[config.mk]
export PLATFORM = sky130hd
export DESIGN_NAME = bilinear_scale_ctrl
export DESIGN_NICKNAME = d
export VERILOG_FILES = /design/src/rtl/bilinear_scale_ctrl.sv
export SDC_FILE = /design/constraint.sdc
export NUM_CORES = 1
export LEC_CHECK = 0
export BUFFER_PORTS_ARGS = -buffer_cell sky130_fd_sc_hd__buf_2
export CORE_MARGIN = 2
export CORE_UTILIZATION = 30
export DETAILED_ROUTE_END_ITERATION = 8
export GPL_TIMING_DRIVEN = 0
export PLACE_DENSITY = 0.49
export SYNTH_ARGS = -nofsm -noshare
export SYNTH_HDL_FRONTEND = slang
export SYNTH_SLANG_ARGS = --single-unit
[constraint.sdc]
create_clock -name clk -period 24.4 [get_ports clk]
set_clock_uncertainty 0.15 [all_clocks]
set_input_delay 2.44 -clock clk [delete_from_list [all_inputs] [get_ports clk]]
set_output_delay 2.44 -clock clk [all_outputs]
set_load 0.05 [all_outputs]
[src/rtl/bilinear_scale_ctrl.sv]
// Frame sequencer for the Q8.8 bilinear datapath: walks destination pixels in raster order,
// fetches the four source neighbours, fires the datapath and writes each result back.
module bilinear_scale_ctrl #(
   parameter int DIM_W  = 10,
   parameter int ADDR_W = 20,
   parameter int ACC_W  = 24
) (
   input  logic              clk,
   input  logic              rst,
   input  logic              start,
   input  logic [DIM_W-1:0]  src_w,
   input  logic [DIM_W-1:0]  src_h,
   input  logic [DIM_W-1:0]  dst_w,
   input  logic [DIM_W-1:0]  dst_h,
   input  logic [15:0]       step_x,
   input  logic [15:0]       step_y,
   output logic              busy,
   output logic              done,
   output logic [ADDR_W-1:0] rd_addr,
   input  logic [7:0]        rd_data,
   output logic              dp_start,
   output logic [7:0]        dp_p00,
   output logic [7:0]        dp_p01,
   output logic [7:0]        dp_p10,
   output logic [7:0]        dp_p11,
   output logic [15:0]       dp_a,
   output logic [15:0]       dp_b,
   input  logic [7:0]        dp_pixel_out,
   input  logic              dp_done,
   output logic              wr_en,
   output logic [ADDR_W-1:0] wr_addr,
   output logic [7:0]        wr_data
);

   localparam int IW = ACC_W - 8;

   typedef enum logic [3:0] {
      S_IDLE, S_CALC, S_RD0, S_RD1, S_RD2, S_RD3, S_LAST, S_FIRE, S_WAITDP, S_DONE
   } state_t;

   state_t              state_q, state_d;
   logic [DIM_W-1:0]    ox_q, ox_d, oy_q, oy_d;
   logic [ACC_W-1:0]    x_acc_q, x_acc_d, y_acc_q, y_acc_d;
   logic [ADDR_W-1:0]   idx_q, idx_d;
   logic [DIM_W-1:0]    sw_q, sw_d, sh_q, sh_d, dw_q, dw_d, dh_q, dh_d;
   logic [15:0]         stx_q, stx_d, sty_q, sty_d;
   logic [DIM_W-1:0]    x0_q, x0_d, x1_q, x1_d, y0_q, y0_d, y1_q, y1_d;
   logic [15:0]         dp_a_q, dp_a_d, dp_b_q, dp_b_d;
   logic [7:0]          p00_q, p00_d, p01_q, p01_d, p10_q, p10_d, p11_q, p11_d;
   logic [ADDR_W-1:0]   rd_addr_q, rd_addr_d;
   logic                busy_q, busy_d, done_q, done_d, dp_start_q, dp_start_d;

   logic [DIM_W-1:0]    sw_max, sh_max, cx0, cy0, rd_row, rd_col;
   logic                x_clamped, y_clamped;
   logic [ADDR_W-1:0]   addr_calc;

   function automatic logic [DIM_W-1:0] clamp_idx(input logic [IW-1:0] ipart,
                                                  input logic [DIM_W-1:0] lim);
      if (ipart > IW'(lim)) return lim;
      return DIM_W'(ipart);
   endfunction

   // Saturate at all-ones so a large step never wraps the coordinate back to the origin.
   function automatic logic [ACC_W-1:0] sat_add(input logic [ACC_W-1:0] acc,
                                                input logic [15:0] step);
      logic [ACC_W:0] sum;
      sum = {1'b0, acc} + (ACC_W+1)'(step);
      return sum[ACC_W] ? '1 : sum[ACC_W-1:0];
   endfunction

   assign sw_max    = sw_q - DIM_W'(1);
   assign sh_max    = sh_q - DIM_W'(1);
   assign x_clamped = x_acc_q[ACC_W-1:8] > IW'(sw_max);
   assign y_clamped = y_acc_q[ACC_W-1:8] > IW'(sh_max);
   assign cx0       = clamp_idx(x_acc_q[ACC_W-1:8], sw_max);
   assign cy0       = clamp_idx(y_acc_q[ACC_W-1:8], sh_max);
   assign addr_calc = ADDR_W'(rd_row) * ADDR_W'(sw_q) + ADDR_W'(rd_col);

   always_comb begin
      // NOTE: every target gets a default up front so no path through the case infers a latch.
      state_d   = state_q;
      ox_d      = ox_q;      oy_d    = oy_q;
      x_acc_d   = x_acc_q;   y_acc_d = y_acc_q;
      idx_d     = idx_q;
      sw_d      = sw_q;      sh_d    = sh_q;
      dw_d      = dw_q;      dh_d    = dh_q;
      stx_d     = stx_q;     sty_d   = sty_q;
      x0_d      = x0_q;      x1_d    = x1_q;
      y0_d      = y0_q;      y1_d    = y1_q;
      dp_a_d    = dp_a_q;    dp_b_d  = dp_b_q;
      p00_d     = p00_q;     p01_d   = p01_q;
      p10_d     = p10_q;     p11_d   = p11_q;
      rd_addr_d = rd_addr_q;
      rd_row    = y0_q;
      rd_col    = x0_q;

      unique case (state_q)
         S_IDLE: if (start) begin
            sw_d = src_w;  sh_d = src_h;  dw_d = dst_w;  dh_d = dst_h;
            stx_d = step_x;  sty_d = step_y;
            ox_d = '0;  oy_d = '0;  x_acc_d = '0;  y_acc_d = '0;  idx_d = '0;
            state_d = (dst_w == '0 || dst_h == '0) ? S_DONE : S_CALC;
         end
         S_CALC: begin
            x0_d      = cx0;
            x1_d      = (cx0 == sw_max) ? cx0 : cx0 + DIM_W'(1);
            y0_d      = cy0;
            y1_d      = (cy0 == sh_max) ? cy0 : cy0 + DIM_W'(1);
            dp_b_d    = x_clamped ? 16'h0000 : {8'h00, x_acc_q[7:0]};
            dp_a_d    = y_clamped ? 16'h0000 : {8'h00, y_acc_q[7:0]};
            rd_row    = cy0;
            rd_col    = cx0;
            rd_addr_d = addr_calc;
            state_d   = S_RD0;
         end
         S_RD0: begin
            rd_col = x1_q;  rd_addr_d = addr_calc;  state_d = S_RD1;
         end
         S_RD1: begin
            p00_d = rd_data;  rd_row = y1_q;  rd_addr_d = addr_calc;  state_d = S_RD2;
         end
         S_RD2: begin
            p01_d = rd_data;  rd_row = y1_q;  rd_col = x1_q;  rd_addr_d = addr_calc;
            state_d = S_RD3;
         end
         S_RD3:  begin p10_d = rd_data;  state_d = S_LAST; end
         S_LAST: begin p11_d = rd_data;  state_d = S_FIRE; end
         S_FIRE: state_d = S_WAITDP;
         S_WAITDP: if (dp_done) begin
            idx_d   = idx_q + ADDR_W'(1);
            state_d = S_CALC;
            if (ox_q == dw_q - DIM_W'(1)) begin
               ox_d    = '0;
               x_acc_d = '0;
               if (oy_q == dh_q - DIM_W'(1)) begin
                  state_d = S_DONE;
               end else begin
                  oy_d    = oy_q + DIM_W'(1);
                  y_acc_d = sat_add(y_acc_q, sty_q);
               end
            end else begin
               ox_d    = ox_q + DIM_W'(1);
               x_acc_d = sat_add(x_acc_q, stx_q);
            end
         end
         S_DONE:  state_d = S_IDLE;
         default: state_d = S_IDLE;
      endcase

      busy_d     = (state_d != S_IDLE);
      done_d     = (state_d == S_DONE);
      dp_start_d = (state_d == S_FIRE);
   end

   always_ff @(posedge clk or posedge rst) begin
      if (rst) begin
         state_q <= S_IDLE;
         ox_q <= '0;  oy_q <= '0;  x_acc_q <= '0;  y_acc_q <= '0;  idx_q <= '0;
         sw_q <= '0;  sh_q <= '0;  dw_q <= '0;  dh_q <= '0;  stx_q <= '0;  sty_q <= '0;
         x0_q <= '0;  x1_q <= '0;  y0_q <= '0;  y1_q <= '0;
         dp_a_q <= '0;  dp_b_q <= '0;
         p00_q <= '0;  p01_q <= '0;  p10_q <= '0;  p11_q <= '0;
         rd_addr_q <= '0;  busy_q <= 1'b0;  done_q <= 1'b0;  dp_start_q <= 1'b0;
      end else begin
         // NOTE: non-blocking updates make every flop see the pre-edge value of every other flop.
         state_q <= state_d;
         ox_q <= ox_d;  oy_q <= oy_d;  x_acc_q <= x_acc_d;  y_acc_q <= y_acc_d;  idx_q <= idx_d;
         sw_q <= sw_d;  sh_q <= sh_d;  dw_q <= dw_d;  dh_q <= dh_d;  stx_q <= stx_d;  sty_q <= sty_d;
         x0_q <= x0_d;  x1_q <= x1_d;  y0_q <= y0_d;  y1_q <= y1_d;
         dp_a_q <= dp_a_d;  dp_b_q <= dp_b_d;
         p00_q <= p00_d;  p01_q <= p01_d;  p10_q <= p10_d;  p11_q <= p11_d;
         rd_addr_q <= rd_addr_d;  busy_q <= busy_d;  done_q <= done_d;  dp_start_q <= dp_start_d;
      end
   end

   // The write strobe must land in the same cycle dp_done arrives, so it stays combinational.
   assign wr_en    = (state_q == S_WAITDP) && dp_done;
   assign wr_data  = wr_en ? dp_pixel_out : 8'h00;
   assign wr_addr  = idx_q;
   assign rd_addr  = rd_addr_q;
   assign busy     = busy_q;
   assign done     = done_q;
   assign dp_start = dp_start_q;
   assign dp_p00   = p00_q;
   assign dp_p01   = p01_q;
   assign dp_p10   = p10_q;
   assign dp_p11   = p11_q;
   assign dp_a     = dp_a_q;
   assign dp_b     = dp_b_q;

endmodule

==> impl_metrics.csv, run 1 <==
group,metric,value,unit
die,start_util,30.3,%
min_path,worstHoldPathType,"register to register",
finish,layout-drive-gt1-share,14.2,%
power_and_ir_drop,switching_share,47.1,%
die,die_width,257,microns
placement,place.detailed.hpwl,44.4,mm
finish,stdcell_count,3264,
global_routing,gr-total-overflow,0,
sta,finalSetupViolCount,0,
worst_setup_path,timing.critical_path.from_type,"register",
route,dr.pass1.iters,5,
global_routing,grt_first_pass_wirelength,91.9,mm
yosys,synth_warnings,0,
route,ant_nets,0,
yosys,ys_async_sr_fraction,100,%
global_routing,grt_max_degree,122,
sta,fin_hold_ws,0.318,ns
die,num_io_pins,208,
yosys,syn-cell-area,19200,sq um
cts,cts_hold_buf,0,
sta,hold_violations,0,
placement,pre_cts_ws,14.57,ns
sta,layout_worst_path_cycle_share,40.5,%
route,wire_length_after_detailed_routing,57.5,mm
power_and_ir_drop,powerDensity,122,nW/um^2
yosys,number_of_enable_type_register_cells_in_the_synthesized_netlist,0,
power_and_ir_drop,leakage,10.8,nW
cts,cts_setup_buffers,0,
finish,final_util,35.8,%
power_and_ir_drop,cell_internal_pwr,0.00146,W
route,drc_errors,0,
die,die_height,257,microns
worst_setup_path,cp_data_arrival_time,10.14,ns
placement,place.detailed.instances,3197,
route,vias,16100,
power_and_ir_drop,p_clk_share,20.4,%
yosys,netlist_instances,2141,
power_and_ir_drop,pwr-share-comb,54.2,%
yosys,synth_top_area_share,35.9,%
cts,cts_tree,"built",
placement,io_buffers,191,
route,routedWlPerCell,17.6,microns
yosys,ys_types,84,
worst_setup_path,max_fanout_on_critical_path,10,
sta,fin_ws,14.53,ns
die,cell_row_count,92,
placement,globalplace.congestion,0.881,
min_path,hold_path_depth,2,
sta,finalMaxSlewViolations,0,
global_routing,grt.total_usage,17.5,%
power_and_ir_drop,seq_power_share,25.4,%
power_and_ir_drop,p_sw,0.00130,W
route,routed_via_density,4.92,
cts,cts_inserted_buffers,37,
sta,timing.final.crit_period,9.87,ns
cts,post_cts_resized,0,
sta,timing_worst_slew_pin_value,1.09,ns
yosys,synth_sequential_area_ratio,35.9,%
yosys,syn_area_per_cell,8.96,sq um
sta,fin_setup_tns,0,ns
cts,clock_tree_root_driver_cell,"sky130_fd_sc_hd__clkbuf_16",
die,floorplan.die_area,66000,sq um
worst_setup_path,critPathMaxStageDelay,0.77,ns
global_routing,grt_antenna_before_repair,6,
sta,slew-limit-headroom,27.6,%
route,drtIter0Drc,988,
die,core_area,63200,sq um
power_and_ir_drop,vdd_drop_max,0.0534,mV
worst_setup_path,path_class,"register to register",
yosys,ys_seq_elements,275,
cts,cts_sinks,275,
cts,cts.path.max_buffers,3,
finish,final_nets,2675,
global_routing,first_global_vias,16500,
flow_run,cap_violations,0,
yosys,yosys_most_used_dff,"sky130_fd_sc_hd__dfrtp_1",
worst_setup_path,setup.worst_path.end_class,"register",
yosys,synth_area_leaders,"sky130_fd_sc_hd__dfrtp_1 (36%), sky130_fd_sc_hd__nand2_1 (8.0%), sky130_fd_sc_hd__ha_1 (7.8%), sky130_fd_sc_hd__fa_1 (7.7%), sky130_fd_sc_hd__o21ai_0 (3.7%)",
worst_setup_path,worst_path_max_delay_cell,"sky130_fd_sc_hd__o21ai_1",
yosys,synth_top_area_cell,"sky130_fd_sc_hd__dfrtp_1",
worst_setup_path,worst_r2r_path_depth,32,
finish,flow.area_growth_from_synthesis,18.0,%
cts,insertion_delay,0.57,ns
run_status,status,"finished clean",
cts,clkSlewWorstSetupHoldPaths,0.06,ns
sta,fmax,101,MHz
worst_setup_path,cp_data_required_time,24.66,ns
sta,unrepaired_setup_endpoints_after_global_routing,"false",
cts,cts.htree.levels,2,
-- layer usage --
| layer | vias up | share of wire [%] | track usage [%] |
|---|---|---|---|
| met2 | 375 | 46 | 28.7 |
| met3 | 95 | 5.2 | 3.03 |
| li1 | 7833 | - | - |
| met5 | - | 0.12 | 0 |
| met4 | 10 | 2.5 | 5.02 |
| met1 | 7744 | 46 | 23.7 |
-- stage by stage --
stage	total power (W)	instance area, sq um
global route	0.00302	22600
finish	0.00277	22600
CTS	0.00281	22600
global placement	0.00219	21300
detailed placement	0.00222	21300
floorplan	0.00180	19200
-- synthesized netlist by cell type (9+ instances only) --
master,count
sky130_fd_sc_hd__o31ai_1,10
sky130_fd_sc_hd__a21o_1,25
sky130_fd_sc_hd__dfrtp_1,275
sky130_fd_sc_hd__nor2_1,122
sky130_fd_sc_hd__nor2b_1,25
sky130_fd_sc_hd__nor3_1,44
sky130_fd_sc_hd__o21ai_0,143
sky130_fd_sc_hd__mux2i_1,11
sky130_fd_sc_hd__xnor2_1,63
sky130_fd_sc_hd__buf_4,16
sky130_fd_sc_hd__o21a_1,18
sky130_fd_sc_hd__fa_1,74
sky130_fd_sc_hd__o21ai_1,16
sky130_fd_sc_hd__nand2_1,408
sky130_fd_sc_hd__nand2b_1,20
sky130_fd_sc_hd__o211ai_1,14
sky130_fd_sc_hd__and3_1,25
sky130_fd_sc_hd__and2_1,50
sky130_fd_sc_hd__or2_2,11
sky130_fd_sc_hd__a21oi_1,55
sky130_fd_sc_hd__a22oi_1,9
sky130_fd_sc_hd__or4_1,9
sky130_fd_sc_hd__xor2_1,55
sky130_fd_sc_hd__or3_1,19
sky130_fd_sc_hd__nand3_1,51
sky130_fd_sc_hd__clkbuf_1,82
sky130_fd_sc_hd__nand4_1,15
sky130_fd_sc_hd__mux2_2,41
sky130_fd_sc_hd__nor4_1,19
sky130_fd_sc_hd__inv_1,140
sky130_fd_sc_hd__a211oi_1,21
sky130_fd_sc_hd__ha_1,119
-- sequential cells by signal (all words and copies together) (netlist names), 10 cells and up --
register	cells
dh_q	10
dw_q	10
ox_q	10
oy_q	10
rd_addr	20
sh_q	10
stx_q	16
sty_q	16
sw_q	10
wr_addr	20
x0_q	10
x1_q	10
x_acc_q	24
y0_q	10
y1_q	10
y_acc_q	24
-- final cells by class --
cell class / count / area [sq um]
Fill cell: 6537 / 40600
Multi-Input combinational cell: 1636 / 11400
Sequential cell: 275 / 6880
Clock buffer: 51 / 1070
Tap cell: 846 / 1060
Timing Repair Buffer: 195 / 1030
Inverter: 140 / 533
Buffer: 105 / 458
Clock inverter: 15 / 198
Antenna cell: 1 / 2.50
-- critical path, delay by kind of cell (launching register included) --
kind / cells / cell delay (ns)
flip-flops: 1 / 0.41
buffers and inverters: 6 / 0.71
AO/OA/AOI/OAI: 9 / 2.74
AND/OR/NAND/NOR: 6 / 1.70
adder cells (fa/ha/maj): 8 / 3.38
multiplexers: 1 / 0.22
XOR/XNOR: 2 / 0.37
-- placed cells by master (no fill, tap or decap), drive strengths merged, types with 8 or more instances in the layout --
cell    instances
nand3b          8
dfrtp         275
nand2         408
a21o           25
or3            19
o211ai         15
o31ai          10
mux2           41
a31oi           8
a221oi          8
nor2b          25
and3           25
xnor2          63
nand3          52
xor2           55
o21ai         159
or2            11
nor3           44
a21oi          55
fa             74
and2           50
o21a           18
nor2          123
or4             9
a22oi           9
inv           142
a211oi         21
nand4          15
conb           16
clkbuf        134
nand2b         20
buf           217
ha            119
nor4           21
mux2i          11
-- power by group through the flow --
stage / clock network (W) / logic, W / registers, W
2_1_floorplan: 0 / 0.000982 / 0.000822
3_3_place_gp: 0 / 0.00148 / 0.000707
3_5_place_dp: 0 / 0.00151 / 0.000711
4_1_cts: 0.000584 / 0.00152 / 0.000702
5_1_grt: 0.000602 / 0.00169 / 0.000723
6_report: 0.000565 / 0.00150 / 0.000702
-- worst paths after layout --
check,startpoint,end,slack (ns)
worst min-delay path,rd_addr[7],rd_addr[7],0.32
max in group asynchronous,rst,rd_addr[16],21.39
min in group asynchronous,rst,wr_addr[17],1.69
worst max-delay path,sh_q[0],rd_addr[19],14.53
worst max register to register,sh_q[0],rd_addr[19],14.53
worst min register to register,rd_addr[7],rd_addr[7],0.32
-- cells by family after synthesis --
group                      Yosys count  synth area share, %
AOI/OAI and AO/OA                  400                 13.7
xor gates and xnor gates           122                 5.86
adders and majority gates          193                 15.5
buffers and inverters              245                 5.13
DFF                                275                 35.9
muxes                               52                 2.98
other                                1               0.0196
and+or+nand+nor                    853                 20.9
No activity file was read; power rests on OpenSTA's default activity.
==> run 2: changes to the inputs <==
- clock period: 24.4 -> 9.5 ns (I/O delays scaled with it)
==> run 2 against run 1 <==
Compared with the run above: count of clock-buffer cells in the layout did not move; critical path depth did not move; clock power rose to 2.6 times the previous value; flip-flop and latch count is the same; largest power group unchanged; highest routed layer unchanged.
==> impl_metrics.csv, run 2 (synthesis results as in run 1) <==
group,metric,value,unit
sta,timing.final.crit_period,9.07,ns
sta,timing_worst_slew_pin_value,1.07,ns
route,drtIter0Drc,1008,
sta,slew-limit-headroom,28.2,%
global_routing,grt_antenna_before_repair,6,
global_routing,grt_max_degree,122,
global_routing,grt.total_usage,17.5,%
flow_run,cap_violations,0,
sta,fin_setup_tns,0,ns
finish,mostFrequentLayoutCells,"sky130_fd_sc_hd__nand2_1 (408), sky130_fd_sc_hd__dfrtp_1 (275), sky130_fd_sc_hd__buf_2 (193), sky130_fd_sc_hd__inv_1 (139), sky130_fd_sc_hd__o21ai_0 (139)",
global_routing,gr-total-overflow,0,
power_and_ir_drop,vdd_drop_max,0.138,mV
sta,hold_violations,0,
cts,clock_tree_root_driver_cell,"sky130_fd_sc_hd__clkbuf_16",
finish,stdcell_count,3277,
placement,place.detailed.instances,3197,
route,routed_via_density,4.94,
finish,reg.largest.list,"x_acc_q x24, y_acc_q x24",
route,routedWlPerCell,17.7,microns
cts,cts_inserted_buffers,37,
sta,fin_hold_ws,0.197,ns
worst_setup_path,critical-path-top-cell-by-count,"sky130_fd_sc_hd__fa_1",
worst_setup_path,timing.critical_path.from_type,"register",
finish,layout-drive-gt1-share,15.4,%
worst_setup_path,worst-r2r-setup-slack,0.43,ns
die,die_height,257,microns
die,core_area,63200,sq um
die,cell_row_count,92,
cts,cts.htree.levels,2,
die,start_util,30.3,%
sta,finalMaxSlewViolations,0,
die,floorplan.die_area,66000,sq um
die,die_width,257,microns
finish,flow.area_growth_from_synthesis,19.1,%
worst_setup_path,cp_data_required_time,9.81,ns
global_routing,first_global_vias,16600,
worst_setup_path,worst_path_max_delay_cell,"sky130_fd_sc_hd__fa_1",
placement,globalplace.congestion,0.881,
cts,cts.path.max_buffers,3,
power_and_ir_drop,p_total,0.00719,W
global_routing,grt_first_pass_wirelength,92.1,mm
cts,insertion_delay,0.57,ns
sta,finalSetupViolCount,0,
finish,final_nets,2688,
worst_setup_path,path_class,"register to register",
placement,pre_cts_ws,-0.334,ns
power_and_ir_drop,powerDensity,315,nW/um^2
worst_setup_path,critPathMaxStageDelay,0.55,ns
route,drc_errors,0,
die,num_io_pins,208,
min_path,worstHoldPathType,"input pin to asynchronous set/reset pin",
sta,layout_worst_path_cycle_share,95.5,%
route,dr.pass1.iters,5,
worst_setup_path,reg2reg_from,"sh_q[0]",
finish,final_common_cell,"sky130_fd_sc_hd__nand2_1",
cts,cts_sinks,275,
worst_setup_path,worst_r2r_path_depth,32,
worst_setup_path,max_fanout_on_critical_path,10,
route,wire_length_after_detailed_routing,57.9,mm
run_status,status,"finished clean",
worst_setup_path,setup.worst_path.end_class,"register",
route,vias,16200,
route,ant_nets,0,
cts,cts_hold_buf,0,
placement,io_buffers,191,
sta,fin_ws,0.429,ns
worst_setup_path,cp_data_arrival_time,9.38,ns
placement,place.detailed.hpwl,44.4,mm
cts,clkSlewWorstSetupHoldPaths,0.06,ns
worst_setup_path,endpoint_of_the_worst_register_to_register_path,"rd_addr[18]",
power_and_ir_drop,leakage,10.9,nW
sta,fmax,110,MHz
cts,cts_tree,"built",
## run 2: stage by stage
| stage | util, % | instance area [sq um] |
|---|---|---|
| after floorplan | - | 19200 |
| after global placement | 33.6 | 21300 |
| after detailed placement | 33.8 | 21300 |
| after CTS | 35.9 | 22700 |
| after global routing | 36.1 | 22800 |
| final | 36.1 | 22800 |
## run 2: worst max path at each step
stage / end / depth (start not counted) / from / slack, ns
2_1_floorplan: busy / 1 / rst / 0.82
3_3_place_gp: rd_addr[3] / 2 / rst / -2.64
3_5_place_dp: rd_addr[19] / 32 / sh_q[0] / -0.33
4_1_cts: rd_addr[19] / 33 / sh_q[0] / 0.03
5_1_grt: rd_addr[19] / 30 / sh_q[0] / -0.07
6_report: rd_addr[18] / 32 / sh_q[0] / 0.43
## run 2: critical path: cells and delay by family, from the launching register on
kind	cells	cell delay (ns)
buffers and inverters	7	0.91
XOR/XNOR	1	0.22
adder cells (fa/ha/maj)	8	3.52
AND/OR/NAND/NOR	6	1.28
flip-flops	1	0.41
AO/OA/AOI/OAI	10	2.46
## run 2: layout make-up
cell class	count	area, sq um
antenna	1	2.50
tap	846	1060
clock inverter	15	198
multi-input combinational	1637	11500
inverter	140	533
buffer	103	454
sequential	275	6880
fill	6507	40400
clock buffer	51	1070
timing repair buffer	209	1150
## run 2: per-layer routing
layer / vias to the layer above / track usage (%) / wire length (microns)
li1: 7870 / - / -
met1: 7844 / 23.8 / 26900
met2: 373 / 28.9 / 26800
met3: 90 / 2.89 / 2820
met4: 10 / 4.96 / 1380
met5: - / 0 / 67
## run 2: power breakdown
group,switching (W),total [W],leakage (nW),internal [W]
Clock,0.000575,0.00145,0.608,0.000875
Sequential,0.000274,0.00180,3.62,0.00153
Combinational,0.00254,0.00394,6.64,0.00140
## run 2: repair_timing
| action | 4_1_cts | 5_1_grt |
|---|---|---|
| endpoints found under the hold margin | 0 | 0 |
| setup buffers | 7 | 7 |
| resized for setup | 8 | 18 |
| pin swaps | 3 | 4 |
| endpoints found under the setup margin | 4 | 6 |
| cloned | 0 | 1 |
==> run 3: changes to the inputs <==
- CORE_UTILIZATION: 30 -> 45
- PLACE_DENSITY: 0.49 -> 0.67
- clock period: 9.5 -> 11.3 ns (I/O delays scaled with it)
==> run 3 against run 2 <==
Compared with the run above: sequential share of layout area is 0.97 points higher; clock power down 20%; non-clock buffer count down 13; hold slack better by 0.12 ns; flip-flop and latch count is the same; die area is 33% lower; utilization up 17 points; register-to-register slack gained 1.0 ns; critical path depth is 1 lower; power is 17% lower; highest routed layer unchanged.
==> impl_metrics.csv, run 3 (synthesis results as in run 1) <==
group,metric,value,unit
run_status,status,"finished clean",
route,routedWlPerCell,18.2,microns
finish,area_of_the_multi_input_gates,11400,sq um
sta,finalMaxSlewViolations,0,
cts,cts_tree,"built",
min_path,min_from,"rd_addr[9]",
route,drtIter0Drc,1279,
global_routing,grt.total_usage,24.6,%
worst_setup_path,reg2reg_from,"sh_q[2]",
die,num_io_pins,208,
min_path,min_to,"rd_addr[9]",
die,core_area,42000,sq um
cts,post_cts_resized,0,
cts,cts_sinks,275,
worst_setup_path,critical-path-top-cell-by-count,"sky130_fd_sc_hd__fa_1",
sta,timing_worst_slew_pin_value,1.31,ns
worst_setup_path,max_fanout_on_critical_path,10,
cts,cts.htree.levels,2,
global_routing,first_global_vias,16200,
route,ant_nets,0,
cts,insertion_delay,0.55,ns
worst_setup_path,endpoint_of_the_worst_register_to_register_path,"rd_addr[19]",
sta,fin_ws,1.45,ns
global_routing,grt_max_degree,119,
worst_setup_path,worst-r2r-setup-slack,1.45,ns
global_routing,grt_antenna_before_repair,4,
cts,cts_inserted_buffers,35,
sta,finalSetupViolCount,0,
cts,clock_tree_root_driver_cell,"sky130_fd_sc_hd__clkbuf_16",
sta,timing.final.crit_period,9.85,ns
worst_setup_path,setup.worst_path.end_class,"register",
flow_run,cap_violations,0,
die,die_height,210,microns
global_routing,grt_first_pass_wirelength,86.7,mm
route,drc_errors,0,
die,start_util,45.6,%
power_and_ir_drop,vdd_drop_max,0.124,mV
cts,clkSlewWorstSetupHoldPaths,0.06,ns
worst_setup_path,cp_data_required_time,11.55,ns
worst_setup_path,critPathMaxStageDelay,0.88,ns
finish,mostFrequentLayoutCells,"sky130_fd_sc_hd__nand2_1 (408), sky130_fd_sc_hd__dfrtp_1 (275), sky130_fd_sc_hd__buf_2 (193), sky130_fd_sc_hd__o21ai_0 (143), sky130_fd_sc_hd__inv_1 (139)",
worst_setup_path,worst_r2r_path_depth,31,
finish,finalInstanceArea,22100,sq um
worst_setup_path,worst_path_max_delay_cell,"sky130_fd_sc_hd__o21ai_1",
finish,sequential_cell_area,6880,sq um
route,dr.pass1.iters,6,
placement,placed_cell_area,21000,sq um
placement,globalplace.congestion,0.905,
sta,layout_worst_path_cycle_share,87.1,%
worst_setup_path,timing.critical_path.from_type,"register",
min_path,worstHoldPathType,"register to register",
finish,final_common_cell,"sky130_fd_sc_hd__nand2_1",
global_routing,gr-total-overflow,0,
route,wire_length_after_detailed_routing,53.7,mm
route,routed_via_density,5.53,
worst_setup_path,cp_data_arrival_time,10.09,ns
cts,cts.path.max_buffers,3,
min_path,hold_path_depth,2,
sta,fin_setup_tns,0,ns
die,cell_row_count,75,
power_and_ir_drop,leakage,10.7,nW
finish,final_util,52.7,%
sta,unrepaired_setup_endpoints_after_global_routing,"false",
sta,hold_violations,0,
finish,reg.largest.list,"x_acc_q x24, y_acc_q x24",
placement,pre_cts_ws,1.61,ns
finish,stdcell_count,2955,
die,floorplan.die_area,44300,sq um
finish,final_nets,2672,
power_and_ir_drop,powerDensity,268,nW/um^2
die,die_width,210,microns
placement,place.detailed.hpwl,40.8,mm
finish,fillerInstances,3939,
sta,fmax,102,MHz
finish,flow.area_growth_from_synthesis,15.4,%
placement,place.detailed.instances,2889,
cts,cts_setup_buffers,0,
route,vias,16300,
worst_setup_path,path_class,"register to register",
finish,layout-drive-gt1-share,14.0,%
cts,cts_hold_buf,0,
sta,slew-limit-headroom,12.2,%
placement,io_buffers,191,
run 3: cell types whose count changed in the layout (fill, tap and decap cells not counted), sizes merged, moves of 2 or more:
cell,delta
buf,-14
clkbuf,-5
diode,+3
bufinv,+2
clkinv,+2
run 3: critical path, delay by kind of cell (launching register included):
kind / cells / cell delay, ns
simple gates: 6 / 1.79
fa+ha+maj: 7 / 3.05
compound gates: 10 / 3.02
xor+xnor: 2 / 0.51
flops: 1 / 0.35
buf+inv: 6 / 0.78
run 3: layout make-up:
class                   instances  area share (%)
plain buffers                 105            2.07
flip-flops and latches        275            31.1
multi-input cells            1636            51.4
repair buffers                194            4.62
inverters                     140            2.41
clock inverters                17            1.00
clock buffers                  45            4.31
well taps                     539            3.05
diodes                          4          0.0452
run 3: worst max-delay path by stage:
stage	from	to	slack [ns]	cells past startpoint
6_report	sh_q[2]	rd_addr[19]	1.45	31
4_1_cts	sh_q[2]	rd_addr[19]	1.60	31
5_1_grt	sh_q[2]	rd_addr[19]	0.73	31
3_5_place_dp	sh_q[2]	rd_addr[19]	1.61	31
3_3_place_gp	rst	dp_start	-0.65	2
2_1_floorplan	rst	busy	2.44	1
run 3: layer usage:
metal,up-vias,global-route usage (%),routed length (microns)
li1,7802,-,-
met2,510,40.3,25000
met4,2,6.65,1300
met3,78,4.72,3580
met1,7943,33.5,23900
met5,-,0,13
run 3: through the flow:
step                hold WS [ns]  total power, W
floorplan                  0.285         0.00390
global placement           0.299         0.00467
detailed placement         0.309         0.00476
CTS                        0.320         0.00595
global route               0.338         0.00642
finish                     0.316         0.00594
run 3: where the power goes:
| part | switching (W) | total [W] | internal [W] |
|---|---|---|---|
| combinational | 0.00212 | 0.00326 | 0.00114 |
| sequential | 0.000230 | 0.00152 | 0.00129 |
| clock | 0.000452 | 0.00116 | 0.000711 |
| total | 0.00280 | 0.00594 | 0.00314 |
